### src/rtl/mem_arbiter.sv
// Two-client (I-cache / D-cache) arbiter in front of a single block-memory port.
// One transaction at a time, round-robin on ties, one RETIRE cycle after each completion.
module mem_arbiter #(
    parameter int ADDR_W = 28,
    parameter int DATA_W = 128
) (
    input  logic              clk,
    input  logic              proc_reset,

    input  logic              i_mem_read,
    input  logic              i_mem_write,
    input  logic [ADDR_W-1:0] i_mem_addr,
    input  logic [DATA_W-1:0] i_mem_wdata,
    output logic [DATA_W-1:0] i_mem_rdata,
    output logic              i_mem_ready,

    input  logic              d_mem_read,
    input  logic              d_mem_write,
    input  logic [ADDR_W-1:0] d_mem_addr,
    input  logic [DATA_W-1:0] d_mem_wdata,
    output logic [DATA_W-1:0] d_mem_rdata,
    output logic              d_mem_ready,

    output logic              mem_read,
    output logic              mem_write,
    output logic [ADDR_W-1:0] mem_addr,
    output logic [DATA_W-1:0] mem_wdata,
    input  logic [DATA_W-1:0] mem_rdata,
    input  logic              mem_ready
);

    typedef enum logic [1:0] {
        IDLE   = 2'd0,
        GNT_I  = 2'd1,
        GNT_D  = 2'd2,
        RETIRE = 2'd3
    } state_t;

    typedef enum logic {
        CLI_I = 1'b0,
        CLI_D = 1'b1
    } client_t;

    state_t            state;
    state_t            next_state;
    client_t           last_grant;
    client_t           grant_sel;
    logic              grant_load;

    logic              i_req;
    logic              d_req;
    logic              i_done;
    logic              d_done;

    logic              sel_read;
    logic              sel_write;
    logic [ADDR_W-1:0] sel_addr;
    logic [DATA_W-1:0] sel_wdata;

    logic              mem_read_q;
    logic              mem_write_q;
    logic [ADDR_W-1:0] mem_addr_q;
    logic [DATA_W-1:0] mem_wdata_q;
    logic [DATA_W-1:0] i_cap;
    logic [DATA_W-1:0] d_cap;

    assign i_req = i_mem_read | i_mem_write;
    assign d_req = d_mem_read | d_mem_write;

    // NOTE: registers use non-blocking (<=) so every flop samples pre-edge values.
    always_ff @(posedge clk or posedge proc_reset) begin
        if (proc_reset) begin
            state <= IDLE;
        end else begin
            state <= next_state;
        end
    end

    always_comb begin
        // NOTE: defaults up front so no path leaves a comb output unassigned (no latch).
        next_state = state;
        grant_load = 1'b0;
        grant_sel  = CLI_I;
        case (state)
            IDLE: begin
                if (i_req && d_req) begin
                    grant_load = 1'b1;
                    if (last_grant == CLI_I) begin
                        grant_sel = CLI_D;
                    end else begin
                        grant_sel = CLI_I;
                    end
                end else if (i_req) begin
                    grant_load = 1'b1;
                    grant_sel  = CLI_I;
                end else if (d_req) begin
                    grant_load = 1'b1;
                    grant_sel  = CLI_D;
                end
            end
            GNT_I: begin
                if (mem_ready) begin
                    next_state = RETIRE;
                end
            end
            GNT_D: begin
                if (mem_ready) begin
                    next_state = RETIRE;
                end
            end
            RETIRE: begin
                // The client just served still shows its request for one cycle; only the other may win.
                next_state = IDLE;
                if (last_grant == CLI_I && d_req) begin
                    grant_load = 1'b1;
                    grant_sel  = CLI_D;
                end else if (last_grant == CLI_D && i_req) begin
                    grant_load = 1'b1;
                    grant_sel  = CLI_I;
                end
            end
            default: begin
                next_state = IDLE;
            end
        endcase
        if (grant_load) begin
            if (grant_sel == CLI_I) begin
                next_state = GNT_I;
            end else begin
                next_state = GNT_D;
            end
        end
    end

    always_comb begin
        i_done      = (state == GNT_I) && mem_ready;
        d_done      = (state == GNT_D) && mem_ready;
        i_mem_ready = i_done;
        d_mem_ready = d_done;
        i_mem_rdata = i_done ? mem_rdata : i_cap;
        d_mem_rdata = d_done ? mem_rdata : d_cap;
    end

    always_comb begin
        if (grant_sel == CLI_D) begin
            sel_read  = d_mem_read;
            sel_write = d_mem_write;
            sel_addr  = d_mem_addr;
            sel_wdata = d_mem_wdata;
        end else begin
            sel_read  = i_mem_read;
            sel_write = i_mem_write;
            sel_addr  = i_mem_addr;
            sel_wdata = i_mem_wdata;
        end
    end

    // Grant and completion are mutually exclusive: grants only leave IDLE/RETIRE.
    always_ff @(posedge clk or posedge proc_reset) begin
        if (proc_reset) begin
            mem_read_q  <= 1'b0;
            mem_write_q <= 1'b0;
            mem_addr_q  <= '0;
            mem_wdata_q <= '0;
            i_cap       <= '0;
            d_cap       <= '0;
            last_grant  <= CLI_I;
        end else begin
            if (grant_load) begin
                mem_write_q <= sel_write;
                mem_read_q  <= sel_read & ~sel_write;
                mem_addr_q  <= sel_addr;
                mem_wdata_q <= sel_wdata;
            end else if (i_done || d_done) begin
                mem_read_q  <= 1'b0;
                mem_write_q <= 1'b0;
            end
            if (i_done) begin
                i_cap      <= mem_rdata;
                last_grant <= CLI_I;
            end
            if (d_done) begin
                d_cap      <= mem_rdata;
                last_grant <= CLI_D;
            end
        end
    end

    assign mem_read  = mem_read_q;
    assign mem_write = mem_write_q;
    assign mem_addr  = mem_addr_q;
    assign mem_wdata = mem_wdata_q;

endmodule
### config.mk
export PLATFORM = sky130hd
export DESIGN_NAME = mem_arbiter
export DESIGN_NICKNAME = d
export VERILOG_FILES = /design/src/rtl/mem_arbiter.sv
export SDC_FILE = /design/constraint.sdc
export NUM_CORES = 1
export LEC_CHECK = 0
export BUFFER_PORTS_ARGS = -buffer_cell sky130_fd_sc_hd__buf_4
export CORE_AREA = 2 2 339 341
export DETAILED_ROUTE_END_ITERATION = 6
export DIE_AREA = 0 0 341 343
export PLACE_DENSITY_LB_ADDON = 0.15
export RECOVER_POWER = 100
export SYNTH_ARGS = -nofsm -noshare
export SYNTH_HDL_FRONTEND = slang
export SYNTH_SLANG_ARGS = --single-unit
### constraint.sdc
create_clock -name clk -period 14.33 [get_ports clk]
set_input_delay 2.1495 -clock clk [delete_from_list [all_inputs] [get_ports clk]]
set_output_delay 2.1495 -clock clk [all_outputs]
set_load 0.005 [all_outputs]
# Yosys cells after proc, flatten, opt, wreduce, memory -nomap -nowiden
# Cells that the tools add are included.
# classes
eq_ne,4
mux,26
bitwise_logic,5
n_reduce_logical,12
# op_table
cell,n
$mux W128,3
$mux W28,1
$mux W1,16
$mux W2,3
$logic_and A1 B1 Y1,5
$eq A2 B2 Y1 const B,2
$pmux W1 S2,2
$pmux W2 S2,1
$reduce_bool A2 Y1,2
$ne A3 B1 Y1 const B,1
$reduce_bool A3 Y1,1
$eq A2 B1 Y1 const B,1
$logic_not A2 Y1,1
$not A1 Y1,2
$or A1 B1 Y1,2
$reduce_and A2 Y1,1
$reduce_or A2 Y1,1
$and A1 B1 Y1,1
$logic_or A1 B1 Y1,1
# word_totals
ff_bits,417
inputBits,447
output_inout_bits,416

# Longest topological paths before layout
# depth
ltp_word,9
mapped_depth,8
depth_no_buf,6

# Worst setup path before layout
# OpenSTA, ideal clock, no wires.
# synth_timing
path_type,input -> output
start,input port mem_ready
end,output port i_mem_rdata[118]
arrival_time_ps,3263
path_slack_ps,8918
stages,5
path_buffers,2
path_cell_list,nand2_1 > inv_1 > clkbuf_1 > buf_2 > mux2_2
# synth_via
elab_chain_len,2
# synth_lines
item,line,rtl
"start, declared",29,input logic mem_ready
$logic_and A1 B1 Y1,136,i_done = (state == GNT_I) && mem_ready;
via i_mem_ready,15,"output logic i_mem_ready,"
$mux W128,-,
"end, declared",14,"output logic [DATA_W-1:0] i_mem_rdata,"
# The timed path passes the listed nets, and every way through them passes these cells.

# Final worst setup path
# layout_timing
start,input port mem_ready
end,output port d_mem_rdata[73]
# layout_via
elab_chain_len,2
# layout_lines
item,line,rtl
$logic_and A1 B1 Y1,137,d_done = (state == GNT_D) && mem_ready;
$mux W128,-,
"end, declared",21,"output logic [DATA_W-1:0] d_mem_rdata,"
# Every way passes these cells.

==> results.cfg <==
[status]
status = finished with violations
violations = capacitance limit, slew limit

[yosys]
yosysWarningCount = 0
synth_ff_type = dfrtp_1
synth_top_family_by_area = multiplexers
synthAdderAreaFrac = 0.003036
synthXorXnorAreaFrac = 0
async_reset_ff_frac = 1.000
synth.mux.area_fraction = 0.1761
synth_cell_types = 26
syn_area_per_cell_um2 = 14.91
syn_area_um2 = 16490
synth_seq_cells = 417
synth_compound_area_frac = 0.1018
synthSimpleGateAreaFrac = 0.06382
synth_edf_count = 0
syn_inst = 1106
synth_nets = 1557
seq_area_frac_synth = 0.6329

[setup_path]
endpoint_kind = output pin
crit_family = buffers and inverters
cp_max_fo = 64
crit_path_frequent_cell = clkbuf_1
critPathKind = primary input to output pin
worstPathArrival_ps = 7240
max_stage_delay_ps = 2900
crit_buf_inv = 4
slowest_stage = clkbuf_1
path_cells = clkbuf_1 > nand2_1 > clkbuf_1 > buf_4 > mux2_2 > clkbuf_4
reg2regPathDepth = 7
path_depth = 6
required_ps = 12180
critPathLaunchType = primary input
critPathLaunch = mem_ready
r2r_start = state[0]

[sta]
slew_headroom = -1.861
skew_ps = 9.885
setup_ws_ps = 4942
slew_violations = 568
rsz0062_at_grt = false
min_period_over_period = 0.6551
fin_setup_tns_ps = 0
clock.fmax_ghz = 0.1065
hold_violations = 0
worst_pin_slew_ps = 4268
period_needed_ps = 9388
setup_violations = 0

[clock_tree]
cts_hold_buf = 0
root_buffer = clkbuf_16
cts_resized = 0
cts_tree = done
worstSkewPairLatency_ps = 630
cts_max_level = 2
clkSlewWorstSetupHoldPaths_ps = 50
postCtsSetupRepairBufs = 0
cts_sinks = 417
numCtsBuffers = 53
cts.path.max_buffers = 3

[pwr]
power.density_nw_per_um2 = 231.0
p_switching_uw = 2099
combPwrFrac = 0.429
p_clk_frac = 0.231
peakVddDrop_mv = 0.2836
p_sw_frac = 0.3571
p_int_uw = 3779
p_leak_uw = 0.01134
power.share.sequential = 0.340

[hold_path]
min_delay_path_depth = 1
min_from = i_cap[101]
hp-class = flop to flop

[detailed_routing]
drt-initial-drc-count = 447
first_pass_iters = 4
drt-total-wl_mm = 74.39
vias = 12930
viasPerCell = 3.685
wl_per_cell_um = 21.20
drc = 0
ant_nets = 0

[floorplanning]
die_h_um = 343
num_rows = 124
die_w_um = 341
initial_utilization = 0.1454
io_pins = 863
coreArea_um2 = 113400
die_area_um2 = 117000

[placement]
routabilityCongestion = 0.8056
dp_hpwl_mm = 56.95
io_buffers = 862
place_ws_ps = 7432

[run]
drv_cap = 10

[global_routing]
overflow = 0
grt_pass1_wl_mm = 104.7
grt_pass1_vias = 14000
antenna_found_initial = 6
grt_use_total = 0.1218
grt_start_max_net_pins = 145

[layout]
ff_latch_area_um2 = 10440
multi_input_area_um2 = 5667
mostFrequentLayoutCell = buf_4
fin_nets = 2407
n_fill_cell = 12430
final_cell_mix = buf_4 (448), dfrtp_1 (417), clkbuf_1 (260), mux2_1 (180), clkbuf_4 (170)
area_growth_pct = 54.31
post_route_cells_drive_above_1_share = 0.3945
## area by class of cell
| class | instances | area share |
|---|---|---|
| multi-input cells | 604 | 0.2227 |
| clock inverters | 16 | 0.007230 |
| clock buffers | 78 | 0.06290 |
| diodes | 2 | 0.0001967 |
| repair buffers | 874 | 0.2214 |
| flip-flops and latches | 417 | 0.4102 |
| well taps | 1512 | 0.07436 |
| inverters | 6 | 0.0009836 |
## logic make-up (layout without fill, tap and decap cells)
family | Yosys count | in the layout
adder cells (fa/ha/maj) | 4 | 4
buffers and inverters | 85 | 974
AO/OA/AOI/OAI | 169 | 169
other | 0 | 2
multiplexers | 258 | 258
AND/OR/NAND/NOR | 173 | 173
flip-flops | 417 | 417
## sequential cells by signal (all words and copies together) (netlist names)
register and flops:
mem_write 1, state 2, mem_wdata 128, last_grant 1
mem_read 1, i_cap 128, mem_addr 28, d_cap 128
## worst paths after layout
check | end | slack, ps
worst max-delay path | d_mem_rdata[73] | 4940
worst min-delay path | i_cap[101] | 480
worst max register to register | mem_addr[18] | 8400
worst min register to register | i_cap[101] | 480
max in group asynchronous | mem_addr[4] | 6650
min in group asynchronous | d_cap[127] | 2810
## stage by stage
step | instances | total power (uW) | hold slack (ps) | cell area [um2] | util
final | 3509 | 5878 | 477.9 | 25440 | 0.2243
after global routing | 3508 | 6288 | 494.1 | 25440 | 0.2243
after CTS | 3507 | 6445 | 497.8 | 26450 | 0.2332
after detailed placement | 3413 | 5037 | 483.6 | 24660 | 0.2175
after global placement | 3413 | 5007 | 480.0 | 24660 | 0.2175
after floorplan | 1106 | 3327 | 484.8 | 16490 | -
## Yosys cell counts (3+ instances only)
library cell  instances  area (um2)
buf_2                27       135.1
and2_1              146       913.4
mux2_2              257        2894
and2_0               10       62.56
clkbuf_1             43       161.4
ha_1                  4       50.05
a221o_1             156        1562
buf_1                 5       18.77
nor2_1                5       18.77
nand2_1               6       22.52
dfrtp_1             417       10440
buf_4                 4       30.03
nor2b_1               3       18.77
inv_1                 6       22.52
## power groups by stage
stage                     clock network (uW)  logic [uW]  registers, uW
after floorplan                            0        1350           1980
after global placement                     0        2990           2010
after detailed placement                   0        3010           2020
after CTS                               1420        3010           2010
after global routing                    1470        2750           2060
final                                   1360        2520           2000
## metal layers
metal | part of all wire | global-route usage | vias up
met2 | 0.48 | 0.2034 | 592
li1 | - | - | 5796
met4 | 0.035 | 0.04369 | 8
met1 | 0.39 | 0.1375 | 6429
met5 | 0.00071 | 0 | -
met3 | 0.10 | 0.05402 | 107
No activity file was read; power rests on OpenSTA's default activity.
